--- src/rtl/mod_demod_gen_v3.sv ---
// mod_demod_gen_v3: square-wave modulator with synchronous boxcar demodulator and saturating error output
module mod_demod_gen_v3 #(
   parameter int ADC_W        = 14,
   parameter int MOD_W        = 32,
   parameter int AVG_MAX_LOG2 = 8
) (
   input  logic                    i_clk,
   input  logic                    i_rst_n,
   input  logic                    i_en,
   input  logic [31:0]             i_freq_cnt,
   input  logic signed [MOD_W-1:0] i_amp_H,
   input  logic signed [MOD_W-1:0] i_amp_L,
   input  logic [15:0]             i_settle_cnt,
   input  logic [3:0]              i_avg_log2,
   input  logic                    i_polarity,
   input  logic signed [31:0]      i_err_offset,
   input  logic signed [ADC_W-1:0] i_adc_data,
   output logic [MOD_W-1:0]        o_mod_out,
   output logic                    o_status,
   output logic                    o_stepTrig,
   output logic [31:0]             o_err,
   output logic                    o_err_vld,
   output logic                    o_short,
   output logic                    o_sat
);
   localparam int ACC_W = ADC_W + AVG_MAX_LOG2 + 1;
   localparam int EW    = (ACC_W + 2 > 34) ? ACC_W + 2 : 34;
   localparam int CW    = AVG_MAX_LOG2 + 1;

   typedef enum logic [1:0] {IDLE, SETTLE, ACC, HOLD} state_t;

   state_t                  r_state;
   logic [31:0]             r_cnt, r_len;
   logic [3:0]              r_n;
   logic [15:0]             r_set, r_scnt;
   logic [CW-1:0]           r_acnt;
   logic signed [ACC_W-1:0] r_acc, r_sum_h;
   logic                    r_vh;
   logic                    r_status, r_step, r_vld, r_short, r_sat;
   logic [MOD_W-1:0]        r_mod_out;
   logic [31:0]             r_err;

   logic                    w_run, w_bnd, w_last, w_done, w_ovf;
   logic [31:0]             w_len, w_err;
   logic [3:0]              w_n;
   logic signed [ACC_W-1:0] w_sample, w_sum;
   logic signed [EW-1:0]    w_diff, w_d, w_e;

   // IDLE doubles as "not running"; the boundary is the last count of the half
   assign w_run    = r_state != IDLE;
   assign w_bnd    = w_run && (r_cnt == r_len - 32'd1);
   assign w_len    = (i_freq_cnt < 32'd2) ? 32'd2 : i_freq_cnt;
   assign w_n      = (i_avg_log2 > 4'(AVG_MAX_LOG2)) ? 4'(AVG_MAX_LOG2) : i_avg_log2;
   assign w_sample = {{(ACC_W-ADC_W){i_adc_data[ADC_W-1]}}, i_adc_data};
   assign w_last   = r_acnt == ((CW'(1) << r_n) - CW'(1));
   // a half also completes when its last sample lands exactly on the boundary cycle
   assign w_done   = (r_state == HOLD) || (r_state == ACC && w_last);
   assign w_sum    = (r_state == HOLD) ? r_acc : r_acc + w_sample;
   assign w_diff   = EW'(r_sum_h) - EW'(w_sum);
   assign w_d      = w_diff >>> r_n;
   assign w_e      = (i_polarity ? -w_d : w_d) + EW'(i_err_offset);
   assign w_ovf    = ~(&w_e[EW-1:31] | ~|w_e[EW-1:31]);
   assign w_err    = w_ovf ? (w_e[EW-1] ? 32'h8000_0000 : 32'h7FFF_FFFF) : w_e[31:0];

   // half-period timing, demodulator FSM and all registered outputs
   always_ff @(posedge i_clk or negedge i_rst_n) begin
      if (!i_rst_n) begin
         r_state   <= IDLE;
         r_cnt     <= '0;
         r_len     <= '0;
         r_n       <= '0;
         r_set     <= '0;
         r_scnt    <= '0;
         r_acnt    <= '0;
         r_acc     <= '0;
         r_sum_h   <= '0;
         r_vh      <= 1'b0;
         r_status  <= 1'b0;
         r_step    <= 1'b0;
         r_vld     <= 1'b0;
         r_short   <= 1'b0;
         r_sat     <= 1'b0;
         r_mod_out <= '0;
         r_err     <= '0;
      end else begin
         r_step  <= 1'b0;
         r_vld   <= 1'b0;
         r_short <= 1'b0;
         if (!i_en) begin
            r_state   <= IDLE;
            r_cnt     <= '0;
            r_status  <= 1'b0;
            r_mod_out <= '0;
            r_vh      <= 1'b0;
            r_acc     <= '0;
         end else if (!w_run || w_bnd) begin
            r_cnt     <= '0;
            r_len     <= w_len;
            r_n       <= w_n;
            r_set     <= i_settle_cnt;
            r_scnt    <= '0;
            r_acnt    <= '0;
            r_acc     <= '0;
            r_state   <= (i_settle_cnt == 16'd0) ? ACC : SETTLE;
            r_status  <= w_run ? ~r_status : 1'b0;
            r_mod_out <= (w_run && !r_status) ? i_amp_H : i_amp_L;
            if (w_bnd) begin
               r_short <= !w_done;
               if (r_status) begin
                  r_vh    <= w_done;
                  r_sum_h <= w_sum;
               end else begin
                  r_step <= 1'b1;
                  r_vh   <= 1'b0;
                  if (w_done && r_vh) begin
                     r_vld <= 1'b1;
                     r_err <= w_err;
                     r_sat <= w_ovf;
                  end
               end
            end
         end else begin
            r_cnt <= r_cnt + 32'd1;
            case (r_state)
               SETTLE: begin
                  r_scnt <= r_scnt + 16'd1;
                  if (r_scnt == r_set - 16'd1) r_state <= ACC;
               end
               ACC: begin
                  r_acc  <= w_sum;
                  r_acnt <= r_acnt + CW'(1);
                  if (w_last) r_state <= HOLD;
               end
               default: ;
            endcase
         end
      end
   end

   assign o_mod_out  = r_mod_out;
   assign o_status   = r_status;
   assign o_stepTrig = r_step;
   assign o_err      = r_err;
   assign o_err_vld  = r_vld;
   assign o_short    = r_short;
   assign o_sat      = r_sat;
endmodule

--- config.mk ---
export PLATFORM = sky130hd
export DESIGN_NAME = mod_demod_gen_v3
export DESIGN_NICKNAME = d
export VERILOG_FILES = /design/src/rtl/mod_demod_gen_v3.sv
export SDC_FILE = /design/constraint.sdc
export NUM_CORES = 1
export LEC_CHECK = 0
export BUFFER_PORTS_ARGS = -buffer_cell sky130_fd_sc_hd__clkbuf_2
export CAP_MARGIN = 25
export CELL_PAD_IN_SITES_DETAIL_PLACEMENT = 0
export CELL_PAD_IN_SITES_GLOBAL_PLACEMENT = 1
export CORE_UTILIZATION = 40
export DETAILED_ROUTE_END_ITERATION = 6
export MAX_ROUTING_LAYER = met4
export PLACE_DENSITY = 0.8
export RECOVER_POWER = 50
export SYNTH_ARGS = -nofsm -noshare
export SYNTH_HDL_FRONTEND = slang
export SYNTH_SLANG_ARGS = --single-unit
--- constraint.sdc ---
create_clock -name i_clk -period 10.6 [get_ports i_clk]
set_clock_uncertainty 0.05 [all_clocks]
set_input_delay 0 -clock i_clk [delete_from_list [all_inputs] [get_ports i_clk]]
set_output_delay 0 -clock i_clk [all_outputs]
set_load 0.005 [all_outputs]
# Yosys cells after proc, flatten, opt, wreduce, memory -nomap -nowiden
# Cells that the tools add are included.
[totals]
register_bits = 227
latch_bits = 0
ram_bits = 0
rom_bits = 0
in_bits = 166
output_inout_bits = 69
wordCells = 112
mem_count = 0
[op_classes]
add_sub_neg = 10
mul = 0
n_div = 0
n_lt_le_gt_ge = 2
n_eq_ne = 12
n_shift = 2
mux = 43
bitwise_logic = 3
reduce_logical = 23
[ops]
columns = ["cell", "n"]
rows = [
  ["$mux 32", 8],
  ["$mux 23", 4],
  ["$add 34x32->34", 1],
  ["$mux 34", 1],
  ["$neg 34->34", 1],
  ["$sshr 24x4->34", 1],
  ["$add 32x1->32 const B", 1],
  ["$eq 32x32->1", 1],
  ["$lt 32x2->1 const B", 1],
  ["$mux 16", 2],
  ["$sub 32x1->32 const B", 1],
  ["$sub 23x23->24", 1],
  ["$add 23x14->23", 1],
  ["$mux 1", 19],
  ["$mux 9", 2],
  ["$add 16x1->16 const B", 1],
  ["$eq 16x16->1", 1],
  ["$logic_not 16->1", 1],
  ["$sub 16x1->16 const B", 1],
  ["$mux 2", 5],
  ["$add 9x1->9 const B", 1],
  ["$eq 9x9->1", 1],
  ["$shl 1x4->9 const A", 1],
  ["$sub 9x1->9 const B", 1],
  ["other kinds (21)", 37],
]

# Logic depth before layout (Yosys ltp)
[depth]
word_depth = 11
depth_mapped = 48
depth_no_buf = 45

# Least setup slack after synthesis
# OpenSTA, ideal clock, no wires.
[synth_path]
path_type = "register to register"
start = "register r_acc[0]"
end = "register r_err[0], in the netlist o_err[0]"
setup_time_ns = 0.139
arrival_ns = 9.678
t_required_ns = 10.411
slack_ns = 0.733
path_stages_with_launch = 44
n_path_buf = 2
period_less_slack_ns = 9.867
cell_sequence = "dfrtp_1 -> ha_1 -> fa_1 -> a211oi_1 -> o21ai_1 -> xnor2_1 -> nand2_1 -> o21ai_0 -> ha_1 -> or4_1 -> o21ai_0 -> a31oi_1 -> a2111o_1 -> a211oi_1 -> o221ai_2 -> a311oi_2 -> nor4_1 -> a2111oi_0 -> (+8 left out) -> xor2_1 -> ha_1 -> o21a_1 -> o211ai_1 -> a21o_1 -> a21oi_1 -> a41o_1 -> o31a_1 -> o211ai_1 -> a21boi_0 -> or2_2 -> clkbuf_1 -> a21o_1 -> a21oi_1 -> xor3_2 -> o211ai_4 -> buf_6 -> o211ai_1"
[synth_between]
elab_chain_cells = 11
word_cells_on_any_way = 13
cone_classes = "add/sub (4); shift (1); mux (4); bitwise (1); reduce/logical (3)"
[synth_rtl]
columns = ["item", "line_no", "rtl"]
rows = [
  ["start: declaration", "37", "logic signed [ACC_W-1:0] r_acc, r_sum_h;"],
  ["start signal: assignment", "130", "r_acc <= w_sum;"],
  ["$add 23x14->23", "58", "assign w_sum = (r_state == HOLD) ? r_acc : r_acc + w_sample;"],
  ["$mux 23 (*)", "58", ""],
  ["$sub 23x23->24 (*)", "59", "assign w_diff = EW'(r_sum_h) - EW'(w_sum);"],
  ["$sshr 24x4->34 (*)", "60", "assign w_d = w_diff >>> r_n;"],
  ["$neg 34->34", "61", "assign w_e = (i_polarity ? -w_d : w_d) + EW'(i_err_offset);"],
  ["$mux 34 (*)", "61", ""],
  ["$add 34x32->34 (*)", "61", ""],
  ["$reduce_or 3->1", "62", "assign w_ovf = ~(&w_e[EW-1:31] | ~|w_e[EW-1:31]);"],
  ["$logic_not 1->1", "62", ""],
  ["$or 1x1->1", "62", ""],
  ["$mux 32 (*)", "63", "assign w_err = w_ovf ? (w_e[EW-1] ? 32'h8000_0000 : 32'h7FFF_FFFF) : w_e[31:0];"],
  ["end signal: assignment", "117", "r_err <= w_err;"],
  ["end: declaration", "41", "logic [31:0] r_err;"],
]
# Mark *: on every way between the ends. The rest lies on a longest branch, timed or not.
# A chain may end at the register's enable or synchronous reset.

# Worst setup path after layout
[layout_path]
start = "register r_acc[0]"
end = "register r_err[6], in the netlist o_err[6]"
# The elaborated chain is that of the path after synthesis.

==> results.md <==
| Item | This run | Unit |
| --- | --- | --- |
| Drt first-iter violations | 1528 | - |
| Worst min-delay path category | input port to flip-flop | - |
| Drt via density | 5.842 | - |
| Critical Path Stages | 44 | - |
| Initial cell density of the core | 40.48 | % |
| FF-to-FF Start | r_acc[0] | - |
| Kind of start point of the critical path | flip-flop | - |
| Unique cell type count in the Yosys netlist | 103 | - |
| Die Area | 0.04920 | mm2 |
| IO Port Bufs | 234 | - |
| Via count of the first global-routing pass | 19503 | - |
| Standard cell area after detailed placement | 0.02125 | mm2 |
| Slew of the pin with the lowest slew margin | 5853 | ps |
| FFs w/ async S/R, synth | 100.0 | % |
| I/O pin count | 235 | - |
| Arrival time at the worst endpoint | 10810 | ps |
| Initial antenna violation count | 1 | - |
| Clock latency on the worst-skew pair | 600 | ps |
| R2r endpoint | o_err[6] | - |
| Final weighted congestion of routability-driven global placement | 0.9463 | - |
| Wirelength per Cell | 19.24 | um |
| Final WL | 66.66 | mm |
| Core outline area | 0.04775 | mm2 |
| Count of final max-slew check failures | 232 | - |
| Min cycle time layout | 10430 | ps |
| Count of flip-flops with a built-in enable after synthesis | 0 | - |
| CP most frequent cell | o211ai_1 | - |
| Switching part of the total power | 41.91 | % |
| FF-to-FF setup slack | 170 | ps |
| Net Count, Synth | 2683 | - |
| Critical Path Max Stage Delay | 550 | ps |
| Sequential share of the synthesized area | 29.39 | % |
| Total global routing overflow | 0 | - |
| Count of TritonRoute iterations in the first routing pass | 7 | - |
| Wire length of the first global-routing pass | 105.0 | mm |
| End point of the worst hold path | r_acc[3] | - |
| Avg Inst Size Synth | 7.918 | um2 |
| Endpoints failing hold | 0 | - |
| DRC violation count after routing | 1 | - |
| Mapped Cells | 2441 | - |
| Global-route usage over all layers | 26.84 | % |
| CTS tree | done | - |
| Maximum number of pins on one net before global-route repair | 101 | - |
| Critical path class | flip-flop to flip-flop | - |
| Cell count of the worst reg-to-reg path | 44 | - |
| Clk sink count | 227 | - |
| Final Setup Violations | 0 | - |
| HPWL after detailed placement | 47.26 | mm |
| Most frequently used flop master after synthesis | dfrtp_1 | - |
| Layout overhead on the synthesized area | 26.62 | % |
| CP delay by family, top | compound AO/OA/AOI/OAI gates | - |
| P_sw | 0.001773 | W |
| Clock network fraction of total power | 24.5 | % |
| Ratio of final minimum period to clock period | 98.36 | % |
| Number of antenna-violating nets in the routed design | 0 | - |
| Total of max-cap violations | 3 | - |
| Number of nets in the layout | 3069 | - |
| Register share of total power | 24.6 | % |
| Layout cell share with drive strength beyond 1 | 16.40 | % |
| Hold path cells | 6 | - |
| Die H | 221.8 | um |
| Status | complete, but fails checks | - |
| Worst relative slew slack | -290.2 | % |
| Library cell used as clock root buffer | clkbuf_16 | - |
| Place WS | -167.9 | ps |
| Crit path max-delay cell type | or4_4 | - |
| Number of storage elements in the synthesis netlist | 227 | - |
| Clk buf depth | 3 | - |
| Worst-path clk slew | 60 | ps |
| Violated checks | design-rule violations, max-capacitance violations, max-slew violations | - |
| Syn. warnings | 0 | - |
| Critical path required time | 10980 | ps |
| Final core utilization | 51.26 | % |
| RSZ-0062 raised after global routing | yes | - |
| Die Width | 221.8 | um |
| Leakage power total | 10.71 | nW |
| Fill cell count | 4439 | - |
| Number of rows created at floorplan | 80 | - |
| Internal power | 0.002458 | W |
| Setup WS post-layout | 173.4 | ps |
| Inserted Clock Buffers | 28 | - |
| Power density over the cells | 172.9 | mW/mm2 |
| Buffers plus inverters on the worst setup path | 3 | - |
| H-tree levels | 1 | - |
| Final design instance area without fill | 0.02447 | mm2 |
| Element type at the critical path end | flip-flop | - |
| Via total after detailed routing | 20237 | - |
| Combinational fraction of design power | 50.9 | % |
| Startpoint of the lowest-slack hold path | i_adc_data[3] | - |
| Max Clock Freq | 0.09591 | GHz |
| Post-synthesis instance area | 0.01933 | mm2 |
| Maximum ir drop on the vdd rail | 128.1 | uV |
| Maximum fanout along the worst path | 8 | - |
## cells in the mapped netlist (all sizes together) (37+ instances only)
cell type	n	area (um2)
inv	49	183.9
nand4	45	281.5
dfrtp	227	5680
nor3	66	335.3
a21oi	118	609.3
clkbuf	87	326.6
mux2i	57	570.6
nand3	70	350.3
ha	73	913.4
and3	37	231.5
buf	37	196.4
nand2	413	1550
o211ai	62	524.3
xnor2	107	944.7
nor2	202	758.2
xor2	89	779.5
o21ai	199	1003
## metal layers
| layer | wire length [um] | share of wire (%) | vias to the layer above | track usage [%] |
|---|---|---|---|---|
| met5 | 0 | 0 | - | - |
| met4 | 1457 | 2.2 | 0 | 6.429 |
| li1 | - | - | 9661 | - |
| met3 | 3459 | 5.2 | 109 | 3.393 |
| met1 | 29530 | 44 | 9799 | 34.46 |
| met2 | 32210 | 48 | 668 | 44.82 |
## registers in the layout, summed over array words and instances, names as in the netlist
| register | count |
|---|---|
| o_err | 32 |
| o_mod_out | 32 |
| r_cnt | 32 |
| r_len | 32 |
| r_acc | 23 |
| r_sum_h | 23 |
| r_scnt | 16 |
| r_set | 16 |
| r_acnt | 9 |
| r_n | 4 |
| r_state | 2 |
| o_err_vld | 1 |
| o_sat | 1 |
| o_short | 1 |
| o_status | 1 |
| o_stepTrig | 1 |
| r_vh | 1 |
## per-stage QoR
step / std cells / total power [W] / hold WS (ps) / TNS (ps)
2_1_floorplan: 2441 / 0.002408 / -345.6 / 0
3_3_place_gp: 3223 / 0.002943 / 65.52 / 0
3_5_place_dp: 3224 / 0.002965 / 66.75 / -4416
4_1_cts: 3436 / 0.004134 / 12.58 / 0
5_1_grt: 3464 / 0.004503 / 46.69 / -6092
6_report: 3464 / 0.004231 / 49.27 / 0
## logic make-up (layout without fill, tap and decap cells)
family	Yosys count	in the layout	synth area share, %
adders and majority gates	89	89	5.736
AOI/OAI and AO/OA	658	658	23.18
muxes	66	66	3.709
DFF	227	227	29.39
xor gates and xnor gates	197	197	9.050
buffers and inverters	177	584	3.735
and+or+nand+nor	1027	1027	25.20
other	0	1	0
## power groups by stage
stage,combinational [W],sequential (W),clock [W]
after CTS,0.00203,0.00104,0.00107
after floorplan,0.00138,0.00103,0
final,0.00215,0.00104,0.00104
after global placement,0.00189,0.00105,0
after global routing,0.00235,0.00105,0.00109
after detailed placement,0.00191,0.00105,0
## final cells by class
class	count	area (um2)	area share, %
inverters	53	198.9	0.8129
clock inverters	15	215.2	0.8794
well taps	615	769.5	3.144
repair buffers	480	3491	14.26
multi-input cells	2037	13330	54.49
clock buffers	36	780.7	3.190
diodes	1	2.502	0.01023
flip-flops and latches	227	5680	23.21
## cell usage in the layout (no fill, tap or decap), types with 16 or more instances in the layout
master / synthesis / final
and2_1: 23 / 19
a21o_1: 29 / 29
clkbuf_2: 0 / 194
mux2i_1: 57 / 55
and3_1: 37 / 37
ha_1: 73 / 68
nor2b_1: 18 / 17
nand4_1: 45 / 45
nand2_1: 413 / 412
nor3_1: 65 / 64
clkbuf_16: 0 / 30
o21ai_1: 12 / 17
nor4_1: 27 / 24
xor2_1: 89 / 88
clkbuf_1: 87 / 44
or3_1: 26 / 24
inv_1: 49 / 49
o21a_1: 21 / 20
dfrtp_1: 227 / 227
nand2b_1: 26 / 26
buf_4: 3 / 72
dlygate4sd3_1: 0 / 161
xnor2_1: 106 / 106
a21oi_1: 113 / 106
o21ai_0: 185 / 177
o31ai_1: 19 / 16
nor2_1: 202 / 198
o211ai_1: 52 / 52
a31oi_1: 32 / 29
nand3_1: 70 / 69
## worst max-delay path by stage
stage / start / end / slack [ps]
final: r_acc[0] / o_err[6] / 170
after global routing: r_acc[0] / o_err[6] / -220
after floorplan: r_acc[0] / o_err[0] / 730
after CTS: r_acc[0] / o_err[17] / 6
after global placement: r_acc[0] / o_err[6] / 60
after detailed placement: r_acc[0] / o_err[17] / -170
## worst min-delay path: stages
cell and delay [ps]:
clkbuf_2 100, ha_4 160, xor2_1 60, nor2_1 90
a21oi_1 90, o21ai_0 160
## timing repair
| item | CTS | global route |
|---|---|---|
| endpoints found under the setup margin | 32 | 33 |
| pin swaps | 3 | 47 |
| gates resized for setup | 10 | 78 |
| gates cloned | 0 | 3 |
| hold buffers | 161 | 0 |
| setup buffers | 0 | 21 |
| endpoints found under the hold margin | 227 | 0 |
Note: power is estimated with default switching activity, not from simulation.
